$ cat config.mk
export PLATFORM = sky130hd
export DESIGN_NAME = cfg_pwm_timer
export DESIGN_NICKNAME = d
export VERILOG_FILES = /design/src/rtl/cfg_pwm_timer.sv
export SDC_FILE = /design/constraint.sdc
export NUM_CORES = 1
export LEC_CHECK = 0
export BUFFER_PORTS_ARGS = -buffer_cell sky130_fd_sc_hd__buf_2
export CAP_MARGIN = 0
export CORE_MARGIN = 2
export CORE_UTILIZATION = 44
export DETAILED_ROUTE_END_ITERATION = 10
export PLACE_DENSITY = 0.74
export SKIP_LAST_GASP = 1
export SLEW_MARGIN = 10
export SYNTH_ARGS = -nofsm -noshare
export SYNTH_HDL_FRONTEND = slang
export SYNTH_SLANG_ARGS = --single-unit
$ cat constraint.sdc
create_clock -name clk -period 9.1 [get_ports clk]
set_input_delay 1.82 -clock clk [delete_from_list [all_inputs] [get_ports clk]]
set_output_delay 1.82 -clock clk [all_outputs]
set_load 0.03 [all_outputs]
$ cat src/rtl/cfg_pwm_timer.sv
// Prescaled 16-bit timer/PWM fed by the SPI config bank.
// Shadowed period/compare, wrap/match flags, snapshot readback.
module cfg_pwm_timer #(
   parameter int NUM_CFG    = 8,
   parameter int NUM_STATUS = 8,
   parameter int REG_WIDTH  = 8
) (
   input  logic                            clk,
   input  logic                            rst,
   input  logic                            ena,
   input  logic [NUM_CFG*REG_WIDTH-1:0]    config_regs,
   output logic [NUM_STATUS*REG_WIDTH-1:0] status_regs,
   output logic                            pwm_out,
   output logic                            irq
);

   localparam int CW = 2 * REG_WIDTH;

   typedef enum logic [1:0] {
      S_IDLE,
      S_RUN,
      S_DONE
   } state_t;

   state_t               r_state;
   logic [CW-1:0]        r_count;
   logic [REG_WIDTH-1:0] r_psc;
   logic [CW-1:0]        r_sh_per;
   logic [CW-1:0]        r_sh_cmp;
   logic [CW-1:0]        r_snap;
   logic [REG_WIDTH-1:0] r_ovf_cnt;
   logic [5:0]           r_cfg0_q;
   logic                 r_ovf;
   logic                 r_match;
   logic                 r_done;
   logic                 r_pwm;
   logic                 r_irq;

   logic [REG_WIDTH-1:0] w_cfg0;
   logic [CW-1:0]        w_period;
   logic [CW-1:0]        w_compare;
   logic [REG_WIDTH-1:0] w_presc;
   logic [5:0]           w_rise;
   logic                 w_start;
   logic                 w_tick;
   logic                 w_wrap;
   logic                 w_match;
   logic [CW-1:0]        w_next;
   logic [REG_WIDTH-1:0] w_ovf_base;
   logic                 w_unused;

   assign w_cfg0    = config_regs[0 +: REG_WIDTH];
   assign w_period  = {config_regs[2*REG_WIDTH +: REG_WIDTH],
                       config_regs[1*REG_WIDTH +: REG_WIDTH]};
   assign w_compare = {config_regs[4*REG_WIDTH +: REG_WIDTH],
                       config_regs[3*REG_WIDTH +: REG_WIDTH]};
   assign w_presc   = config_regs[5*REG_WIDTH +: REG_WIDTH];

   assign w_rise  = w_cfg0[5:0] & ~r_cfg0_q;
   assign w_start = w_rise[0] & (r_state != S_RUN);
   assign w_tick  = (r_psc == w_presc);
   assign w_wrap  = w_tick & (r_count == r_sh_per);
   assign w_next  = w_wrap ? '0 : r_count + 1'b1;
   assign w_match = w_tick & (w_next == r_sh_cmp);

   // a clear coinciding with a wrap still counts that wrap
   assign w_ovf_base = w_rise[2] ? '0 : r_ovf_cnt;

   assign w_unused = ^{config_regs[NUM_CFG*REG_WIDTH-1:6*REG_WIDTH],
                       w_cfg0[REG_WIDTH-1:6], w_rise[5:4], w_rise[1]};

   assign pwm_out = r_pwm;
   assign irq     = r_irq;

   assign status_regs = {
      {((NUM_STATUS-4)*REG_WIDTH){1'b0}},
      r_ovf_cnt,
      r_snap,
      {(REG_WIDTH-4){1'b0}},
      r_done, r_match, r_ovf, (r_state == S_RUN)
   };

   // cfg0 edge-detect history and atomic count snapshot
   always_ff @(posedge clk or posedge rst) begin
      if (rst) begin
         r_cfg0_q <= '0;
         r_snap   <= '0;
      end else if (ena) begin
         r_cfg0_q <= w_cfg0[5:0];
         if (w_rise[3]) r_snap <= r_count;
      end
   end

   // control FSM with counter, flags and registered outputs
   always_ff @(posedge clk or posedge rst) begin
      if (rst) begin
         r_state   <= S_IDLE;
         r_count   <= '0;
         r_psc     <= '0;
         r_sh_per  <= '0;
         r_sh_cmp  <= '0;
         r_ovf_cnt <= '0;
         r_ovf     <= 1'b0;
         r_match   <= 1'b0;
         r_done    <= 1'b0;
         r_pwm     <= 1'b0;
         r_irq     <= 1'b0;
      end else if (ena) begin
         r_pwm <= (r_state == S_RUN) && (r_count < r_sh_cmp);
         r_irq <= (r_match & w_cfg0[4]) | (r_ovf & w_cfg0[5]);
         if (w_rise[2]) begin
            r_ovf     <= 1'b0;
            r_match   <= 1'b0;
            r_done    <= 1'b0;
            r_ovf_cnt <= '0;
         end
         if (w_start) begin
            r_state  <= S_RUN;
            r_sh_per <= w_period;
            r_sh_cmp <= w_compare;
            r_count  <= '0;
            r_psc    <= '0;
            r_done   <= 1'b0;
         end else begin
            unique case (r_state)
               S_IDLE: r_state <= S_IDLE;
               S_DONE: if (!w_cfg0[0]) r_state <= S_IDLE;
               S_RUN: begin
                  if (!w_cfg0[0]) begin
                     r_state <= S_IDLE;
                  end else begin
                     r_psc <= w_tick ? '0 : r_psc + 1'b1;
                     if (w_tick) begin
                        r_count <= w_next;
                        if (w_match) r_match <= 1'b1;
                        if (w_wrap) begin
                           r_ovf     <= 1'b1;
                           r_ovf_cnt <= (&w_ovf_base) ? w_ovf_base
                                                      : w_ovf_base + 1'b1;
                           r_sh_per  <= w_period;
                           r_sh_cmp  <= w_compare;
                           if (w_cfg0[1]) begin
                              r_state <= S_DONE;
                              r_done  <= 1'b1;
                           end
                        end
                     end
                  end
               end
               default: r_state <= S_IDLE;
            endcase
         end
      end
   end

endmodule

==> reports/qor.yml <==
power_uw: 1250
post_cts_resized: 0
setup_violations: 0
critical_path.max_fanout: 30
yosys_warnings: 0
yosysTopAreaCellShare_pct: 41.7
synth_top_area_cell: "dfrtp_1"
final.setup.tns_ns: 0
cts_tree: "yes"
grt_pass1_vias: 3915
worst_path_largest_cell_delay_ns: 0.83
first_pass_iters: 5
clk_pin_slew_ns: 0.07
cpMostUsedCell: "nor2_1"
finish.utilization_pct: 49.7
start_util_pct: 44.9
root_buffer: "clkbuf_16"
grt_pass1_wl_mm: 19.1
rsz0062_at_grt: "false"
worstPathCellList: "buf_2 -> xnor2_1 -> nand4_1 -> nor2_2 -> nor2_1 -> nor2_1 -> and2_1 -> buf_4 -> nand2_1 -> o21ai_0"
post_cts_buffers: 0
die_w_um: 115
rows: 40
dieArea_um2: 13200
startpoint_type: "input pin"
vias_per_cell: 5.32
clock.fmax_mhz: 217
netlist_top_cells_area: "dfrtp_1 (42%), mux2_2 (7.5%), buf_4 (6.1%), xnor2_1 (5.0%), o21ai_0 (4.5%)"
design.core.area_um2: 12000
synth_area_per_cell_um2: 9.86
drive_gt1_share_pct: 24.5
route.detailed.drc: 0
synth_edf_count: 0
fin_crit_sh_pct: 50.6
cts_buffer_depth: 2
final_nets: 696
cts_inserted_buffers: 9
peakVddDrop_v: 0.000110
gp_congestion: 0.881
io-pin-count: 133
antenna_cells: 0
grt_usage_pct: 18.8
ys_ff_latch: 90
pwr-share-clk_pct: 31.7
port_buffers: 78
syn_area_um2: 5400
powerDensity_nw_per_um2: 210
leakagePower_uw: 0.00280
slowest_stage: "and2_1"
slew_violations: 0
cp-end-kind: "flip-flop"
synthCells: 547
period_needed_ns: 4.61
hold_viol: 0
combPwrFrac_pct: 24.1
htree_num_levels: 3
intPower_uw: 845
cts.sinks: 90
clk-insertion-delay-late_ns: 0.35
hp-class: "reg2reg"
pwr-share-seq_pct: 44.2
grt_start_max_net_pins: 91
p_sw_uw: 407
skew_ns: 0.00805
path_delay_family: "simple AND/OR/NAND/NOR gates"
post-dp-hpwl_mm: 8.81
worst_slew_pin_slew_ns: 0.895
totalWireLength_mm: 11.9
ys.flop_type: "dfrtp_1"
swShare_pct: 32.5
max_cap_viol_count: 0
worstSetupPathType: "in2reg"
place_area_um2: 5650
wire_per_inst_um: 15.6
cts_hold_buf: 0
syn_to_final_growth_pct: 10.7
grt_antenna_before_repair: 0
yosysUniqueCellTypes: 58
drt_iter0_markers: 363
cp.arrival_ns: 4.87
gr-total-overflow: 0
fin_area_um2: 5970
vias: 4058
outcome: "completed"
max_slew_margin_pct: 40.3
final_antenna_net_count: 0
synth-seq-area-share_pct: 41.7
die_h_um: 115
synthArstFlopShare_pct: 100
crit_required_ns: 9.36
crit_buf_inv: 2
## state kept, by name, indices dropped and copies added, names as in the netlist
register and cells:
irq 1, r_sh_per 16, r_done 1, r_ovf 1, r_match 1, r_psc 8, r_cfg0_q 3, r_sh_cmp 16
r_count 16, r_ovf_cnt 8, r_snap 16, pwm_out 1, r_state 2
## final timing paths
path / startpoint / endpoint / slack [ns] / cells after the start
worst max register to register: r_count[7] / r_sh_cmp[6] / 5.48 / 9
worst min register to register: r_done / r_done / 0.48 / 2
max in group asynchronous: rst / r_sh_cmp[8] / 6.87 / 3
worst min-delay path: r_done / r_done / 0.48 / 2
worst max-delay path: config_regs[42] / r_sh_cmp[6] / 4.49 / 10
min in group asynchronous: rst / r_sh_per[15] / 1.70 / 3
## per-layer routing
| layer | track usage, % | share of wire (%) |
|---|---|---|
| met4 | 6.59 | 1.7 |
| met2 | 31.9 | 50 |
| met5 | 0 | 0 |
| met1 | 23.2 | 43 |
| met3 | 4.96 | 5.7 |
## through the flow
stage / worst slack, ns / hold WS [ns] / instances
final: 4.49 / 0.483 / 763
after global routing: 4.21 / 0.506 / 763
after CTS: 4.50 / 0.485 / 763
after detailed placement: 4.18 / 0.470 / 747
after global placement: 4.27 / 0.445 / 747
after floorplan: 4.94 / 0.440 / 582
## cells by family after synthesis
logic type	Yosys count	share of synthesized area, %
adders and majority gates	18	4.17
and+or+nand+nor	164	15.3
other	1	0.0695
xor gates and xnor gates	48	8.49
AOI/OAI and AO/OA	102	12.1
muxes	37	7.70
buffers and inverters	87	10.4
DFF	90	41.7
## cell usage in the layout (no fill, tap or decap), types with 9 or more instances in the layout
| master | instances |
|---|---|
| nand4_1 | 15 |
| o21ai_0 | 49 |
| nand3_1 | 14 |
| mux2_2 | 36 |
| ha_1 | 18 |
| dfrtp_1 | 90 |
| a21oi_1 | 17 |
| clkbuf_16 | 9 |
| inv_1 | 24 |
| buf_2 | 78 |
| o31ai_1 | 10 |
| nor2_1 | 26 |
| xnor2_1 | 31 |
| conb_1 | 36 |
| nand2_1 | 62 |
| xor2_1 | 12 |
## worst min-delay path: stages (launching register included)
cell     delay, ns
dfrtp_1       0.35
nand2_1       0.05
nand2_1       0.05
## cell usage after synthesis (all sizes together) (14+ instances only)
| master | number |
|---|---|
| a21oi | 17 |
| buf | 57 |
| dfrtp | 90 |
| ha | 18 |
| inv | 25 |
| mux2 | 36 |
| nand2 | 62 |
| nand3 | 14 |
| nand4 | 16 |
| nor2 | 27 |
| o21ai | 49 |
| xnor2 | 36 |
## cell type report
| type | count | area (um^2) |
|---|---|---|
| clock buffers | 10 | 229 |
| multi-input cells | 405 | 2710 |
| inverters | 25 | 95.1 |
| flip-flops and latches | 90 | 2250 |
| repair buffers | 80 | 409 |
| well taps | 147 | 184 |
| fillers | 1123 | 6040 |
| clock inverters | 6 | 91.3 |
## power by group through the flow
stage	Sequential [uW]	Clock, uW	Combinational, uW
after floorplan	542	0	249
final	553	397	302
after global routing	564	423	340
after detailed placement	559	0	302
after global placement	554	0	292
after CTS	552	408	305
No activity file was read; power rests on OpenSTA's default activity.
